$ cat config.mk
export PLATFORM = sky130hd
export DESIGN_NAME = seven_seg_scan
export DESIGN_NICKNAME = d
export VERILOG_FILES = /design/src/rtl/seven_seg_scan.sv
export SDC_FILE = /design/constraint.sdc
export NUM_CORES = 1
export LEC_CHECK = 0
export CELL_PAD_IN_SITES_DETAIL_PLACEMENT = 1
export CELL_PAD_IN_SITES_GLOBAL_PLACEMENT = 2
export CORE_MARGIN = 2
export CORE_UTILIZATION = 40
export DETAILED_ROUTE_END_ITERATION = 7
export DONT_BUFFER_PORTS = 1
export PLACE_DENSITY_LB_ADDON = 0.08
export SKIP_CTS_REPAIR_TIMING = 1
export SYNTH_ARGS = -nofsm -noshare
export SYNTH_HDL_FRONTEND = slang
export SYNTH_SLANG_ARGS = --single-unit
$ cat constraint.sdc
create_clock -name clk -period 5.3 [get_ports clk]
set_clock_uncertainty 0.15 [all_clocks]
set_input_delay 1.06 -clock clk [delete_from_list [all_inputs] [get_ports clk]]
set_output_delay 1.06 -clock clk [all_outputs]
set_load 0.05 [all_outputs]
$ cat src/rtl/seven_seg_scan.sv
// seven_seg_scan: time-multiplexed hex driver for a DIGITS-wide 7-segment display.
// Define SEVEN_SEG_BRIGHTNESS_EN to add the brightness[3:0] on-time control input.
module seven_seg_scan #(
  parameter int DIGITS         = 4,
  parameter int REFRESH_DIV    = 50000,
  parameter int BLANK_CYCLES   = 16,
  parameter int SEG_ACTIVE_LOW = 0,
  parameter int DIG_ACTIVE_LOW = 1,
  localparam int IW = (DIGITS > 1) ? $clog2(DIGITS) : 1
) (
  input  logic                  clk,
  input  logic                  rst,
  input  logic                  enable,
  input  logic [4*DIGITS-1:0]   value,
  input  logic [DIGITS-1:0]     dp_in,
  input  logic                  lz_blank,
`ifdef SEVEN_SEG_BRIGHTNESS_EN
  input  logic [3:0]            brightness,
`endif
  output logic [6:0]            seg,
  output logic                  dp,
  output logic [DIGITS-1:0]     digit_sel,
  output logic [IW-1:0]         digit_idx
);

  localparam int CW = (REFRESH_DIV > 1) ? $clog2(REFRESH_DIV) : 1;
  localparam int unsigned ON_SPAN = REFRESH_DIV - BLANK_CYCLES;
  localparam int unsigned BLANK_U = BLANK_CYCLES;
  localparam logic SEG_INV = (SEG_ACTIVE_LOW != 0);
  localparam logic DIG_INV = (DIG_ACTIVE_LOW != 0);
  localparam logic [CW-1:0] CNT_LAST = CW'(REFRESH_DIV - 1);
  localparam logic [IW-1:0] IDX_LAST = IW'(DIGITS - 1);
  localparam logic [6:0] SEG_OFF = {7{SEG_INV}};
  localparam logic [DIGITS-1:0] SEL_OFF = {DIGITS{DIG_INV}};
  localparam logic [DIGITS-1:0] SEL_ONE = DIGITS'(1);

  function automatic logic [6:0] hex_to_seg(input logic [3:0] nib);
    case (nib)
      4'h0: hex_to_seg = 7'h3F;
      4'h1: hex_to_seg = 7'h06;
      4'h2: hex_to_seg = 7'h5B;
      4'h3: hex_to_seg = 7'h4F;
      4'h4: hex_to_seg = 7'h66;
      4'h5: hex_to_seg = 7'h6D;
      4'h6: hex_to_seg = 7'h7D;
      4'h7: hex_to_seg = 7'h07;
      4'h8: hex_to_seg = 7'h7F;
      4'h9: hex_to_seg = 7'h6F;
      4'hA: hex_to_seg = 7'h77;
      4'hB: hex_to_seg = 7'h7C;
      4'hC: hex_to_seg = 7'h39;
      4'hD: hex_to_seg = 7'h5E;
      4'hE: hex_to_seg = 7'h79;
      4'hF: hex_to_seg = 7'h71;
      default: hex_to_seg = 7'h00;
    endcase
  endfunction

  // A digit is blanked while it and every more significant nibble are zero.
  function automatic logic [DIGITS-1:0] lz_mask(input logic [4*DIGITS-1:0] v, input logic lz);
    logic zero_run;
    lz_mask  = '0;
    zero_run = 1'b1;
    for (int i = DIGITS - 1; i > 0; i--) begin
      zero_run   = zero_run & (v[4*i +: 4] == 4'd0);
      lz_mask[i] = lz & zero_run;
    end
  endfunction

  logic [CW-1:0]         cnt_r, cnt_nx_s;
  logic [IW-1:0]         idx_r, idx_nx_s;
  logic                  run_r;
  logic                  slot_start_s, take_s;
  logic [4*DIGITS-1:0]   snap_val_r, val_nx_s;
  logic [DIGITS-1:0]     snap_dp_r, sdp_nx_s;
  logic                  snap_lz_r, lz_nx_s;
  logic [3:0]            bri_nx_s;
  logic [3:0]            nib_s;
  logic [DIGITS-1:0]     mask_s;
  logic [31:0]           on_s;
  logic                  lit_s;
  logic [6:0]            seg_nx_s;
  logic                  dpo_nx_s;
  logic [DIGITS-1:0]     sel_nx_s;
  logic [6:0]            seg_r;
  logic                  dp_r;
  logic [DIGITS-1:0]     sel_r;

`ifdef SEVEN_SEG_BRIGHTNESS_EN
  logic [3:0] snap_bri_r;
`endif

  // Slot sequencing: the first enabled cycle restarts at digit 0 with a fresh snapshot.
  always_comb begin
    cnt_nx_s     = cnt_r;
    idx_nx_s     = idx_r;
    slot_start_s = 1'b0;
    take_s       = 1'b0;
    if (!enable) begin
      cnt_nx_s = '0;
      idx_nx_s = '0;
    end else if (!run_r) begin
      cnt_nx_s     = '0;
      idx_nx_s     = '0;
      slot_start_s = 1'b1;
      take_s       = 1'b1;
    end else if (cnt_r == CNT_LAST) begin
      cnt_nx_s     = '0;
      slot_start_s = 1'b1;
      if (idx_r == IDX_LAST) begin
        idx_nx_s = '0;
        take_s   = 1'b1;
      end else begin
        idx_nx_s = idx_r + IW'(1);
      end
    end else begin
      cnt_nx_s = cnt_r + CW'(1);
    end
  end

  // Decode for the upcoming cycle, reading the snapshot as it will be after this edge.
  always_comb begin
    val_nx_s = take_s ? value    : snap_val_r;
    sdp_nx_s = take_s ? dp_in    : snap_dp_r;
    lz_nx_s  = take_s ? lz_blank : snap_lz_r;
`ifdef SEVEN_SEG_BRIGHTNESS_EN
    bri_nx_s = take_s ? brightness : snap_bri_r;
`else
    bri_nx_s = 4'hF;
`endif
    nib_s    = val_nx_s[4*int'(idx_nx_s) +: 4];
    mask_s   = lz_mask(val_nx_s, lz_nx_s);
    seg_nx_s = (mask_s[idx_nx_s] ? 7'h00 : hex_to_seg(nib_s)) ^ SEG_OFF;
    dpo_nx_s = sdp_nx_s[idx_nx_s] ^ SEG_INV;
    on_s     = ((32'(bri_nx_s) + 32'd1) * ON_SPAN) >> 4;
    lit_s    = enable && (32'(cnt_nx_s) >= BLANK_U) && (32'(cnt_nx_s) < BLANK_U + on_s);
    if (lit_s) begin
      sel_nx_s = (SEL_ONE << idx_nx_s) ^ SEL_OFF;
    end else begin
      sel_nx_s = SEL_OFF;
    end
  end

  // Counters, snapshot and registered display outputs.
  always_ff @(posedge clk or posedge rst) begin
    if (rst) begin
      cnt_r      <= '0;
      idx_r      <= '0;
      run_r      <= 1'b0;
      snap_val_r <= '0;
      snap_dp_r  <= '0;
      snap_lz_r  <= 1'b0;
`ifdef SEVEN_SEG_BRIGHTNESS_EN
      snap_bri_r <= 4'h0;
`endif
      seg_r      <= SEG_OFF;
      dp_r       <= SEG_INV;
      sel_r      <= SEL_OFF;
    end else begin
      cnt_r      <= cnt_nx_s;
      idx_r      <= idx_nx_s;
      run_r      <= enable;
      snap_val_r <= val_nx_s;
      snap_dp_r  <= sdp_nx_s;
      snap_lz_r  <= lz_nx_s;
`ifdef SEVEN_SEG_BRIGHTNESS_EN
      snap_bri_r <= bri_nx_s;
`endif
      sel_r      <= sel_nx_s;
      if (!enable) begin
        seg_r <= SEG_OFF;
        dp_r  <= SEG_INV;
      end else if (slot_start_s) begin
        seg_r <= seg_nx_s;
        dp_r  <= dpo_nx_s;
      end else begin
        seg_r <= seg_r;
        dp_r  <= dp_r;
      end
    end
  end

  assign seg       = seg_r;
  assign dp        = dp_r;
  assign digit_sel = sel_r;
  assign digit_idx = idx_r;

endmodule
==> impl_metrics.ini <==
[job]
max_cap_violations = 0

[routing]
antenna_left = 0
viasPerCell = 5.42
routedWlPerCell_um = 18.0
vias = 1942
first_iter_violations = 75
drtPass1Iterations = 4
wl_um = 6460
drc = 0

[timing]
setup_violations = 0
period_share_pct = 76.7
slew_viol_final = 0
rsz0062_at_grt = no
slew_headroom_pct = 53.5
post-route-min-period_ps = 4060
worst_pin_slew_ps = 692
tns_ps = 0
hold_viol = 0
setup_ws_ps = 1240
max_freq_mhz = 246

[critical_path]
cp-start-kind = flop
required_ps = 5340
cp-end-kind = flop
path_max_fanout = 19
worstPathArrival_ps = 4100
criticalPathCategory = flop to flop
ff2ff_setup_slack_ps = 1240

[synth]
syn_nets = 291
async_reset_ff_share_pct = 100
synth_seq_area_share_pct = 43.7
synth_cells = 259
synth_edf_count = 0
synth_commonest_cells = 48 x dfrtp_1, 31 x mux2_2, 25 x nand2_1
synth.area.top_cells = dfrtp_1 40%, mux2_2 12%, dfstp_2 3.5%, ha_1 3.3%, nand2_1 3.1%
yosys.area.top_type_share_pct = 40.2
synth_cell_types = 61
ys_warn_count = 0
synth_ff_type = dfrtp_1
yosysMostFrequentCell = dfrtp_1
yosys.area.top_type = dfrtp_1
avgSynthCellArea_um2 = 11.5
synth_area_um2 = 2990
yosys_register_bits = 52

[layout]
antennaDiodeCount = 0
final-seq-area_um2 = 1310
multi_input_area_um2 = 1560
nNetsFinal = 290
fill_cells = 810
layout-drive-gt1-share_pct = 24.7
instances_no_fill = 358
syn_to_final_growth_pct = 5.02

[clock_network]
htree_levels = 2
cts_root_buffer = clkbuf_8
cts_tree = built
clk_pin_slew_worst_paths_ps = 90
cts_buffers = 5
cts.sinks = 52
clk_path_buf_depth = 2
clk-insertion-delay-late_ps = 290

[pwr]
ir_drop_mv = 0.151
power_density_nw_per_um2 = 277
p_leak_nw = 1.33

[place]
gp_congestion = 0.723
place_ws_ps = 1200
dp_cells = 350
portBuffers = 0
hpwl_um = 4860

[outcome]
status = completed

[floorplan]
die_h_um = 90.4
die_x_um = 90.4
rows = 31
coreArea_um2 = 7250
ioPinCount = 38
start_util_pct = 41.2
fp.dieArea_um2 = 8180

[worst_hold_path]
min_path_type = flop to flop

[global_route]
gr-usage-all-layers_pct = 16.7
grt_pass1_wl_um = 11000
antenna_found_initial = 0
overflow = 0
grt_max_degree = 53
grt_pass1_vias = 2102
[area by class of cell]
class | instances | area share, %
multi-input cells | 187 | 49.7
flip-flops and latches | 52 | 41.6
well taps | 99 | 3.95
clock buffers | 7 | 2.75
inverters | 9 | 1.08
repair buffers | 3 | 0.717
clock inverters | 1 | 0.239
[registers in the layout, indices dropped and copies added (netlist names), 2 cells and up]
signal	count
cnt_r	16
snap_dp_r	4
seg	7
digit_sel	4
snap_val_r	16
digit_idx	2
[final timing paths]
path / from / endpoint / depth (start not counted)
setup / recovery: cnt_r[0] / seg[2] / 11
hold / removal: snap_dp_r[1] / snap_dp_r[1] / 1
setup reg to reg: cnt_r[0] / seg[2] / 11
hold reg to reg: snap_dp_r[1] / snap_dp_r[1] / 1
max in group asynchronous: rst / seg[0] / 2
min in group asynchronous: rst / cnt_r[3] / 2
[logic make-up after synthesis]
| kind of cell | Yosys count | share of synthesized area (%) |
|---|---|---|
| XOR/XNOR | 14 | 4.10 |
| multiplexers | 43 | 16.7 |
| adder cells (fa/ha/maj) | 8 | 3.35 |
| flip-flops | 52 | 43.7 |
| buffers and inverters | 20 | 4.14 |
| AO/OA/AOI/OAI | 36 | 10.8 |
| AND/OR/NAND/NOR | 86 | 17.2 |
[placed cells by master, fill, tap and decap left out, types with 2 or more instances in the layout]
cell / n
mux2_2: 31
nor3b_1: 2
nand3b_1: 2
inv_2: 2
dfstp_2: 4
nor4_1: 5
a21o_1: 2
a22o_1: 2
and3_1: 7
mux2i_1: 8
a21oi_1: 5
xor2_1: 8
inv_1: 7
dfrtp_1: 48
o211ai_1: 3
o21ai_0: 4
a2111oi_0: 2
nand3_1: 6
clkbuf_8: 6
and2_1: 2
ha_1: 8
a31oi_1: 3
buf_4: 3
nor2_1: 16
mux2i_4: 2
nand2_1: 25
xnor2_1: 6
nor3_1: 3
or4_1: 3
or3_1: 3
[per-stage QoR]
| step | power, W | hold slack, ps | util (%) | cell area, µm² |
|---|---|---|---|---|
| detailed placement | 0.000647 | 335 | 42.0 | 3050 |
| global placement | 0.000645 | 329 | 42.0 | 3050 |
| finish | 0.000870 | 352 | 43.3 | 3140 |
| CTS | 0.000889 | 360 | 43.3 | 3140 |
| floorplan | 0.000614 | 317 | - | 2990 |
| global route | 0.000918 | 375 | 43.3 | 3140 |
[per-layer routing]
layer	share of wire (%)	GRT usage (%)	vias to the layer above
li1	-	-	932
met1	43	20.5	988
met2	53	30.6	20
met3	3.4	3.76	2
met4	0.45	2.31	0
met5	0	0	-
[where the power goes]
part           total (W)  switching [W]  internal, W
clock           0.000235       0.000128     0.000106
sequential      0.000495      0.0000629     0.000432
combinational   0.000141      0.0000742    0.0000669
total           0.000870       0.000265     0.000605
[worst max-delay path, cell delays in order, from the launching register on]
cell and delay (ps):
dfrtp_1 430, ha_1 250, and3_1 330, nand4_4 170, o22ai_4 520, mux2_2 420, mux2_2 290, a221oi_4 430
inv_1 120, ha_1 280, or3_1 380, a22o_1 180
No activity file was read; power rests on OpenSTA's default activity.
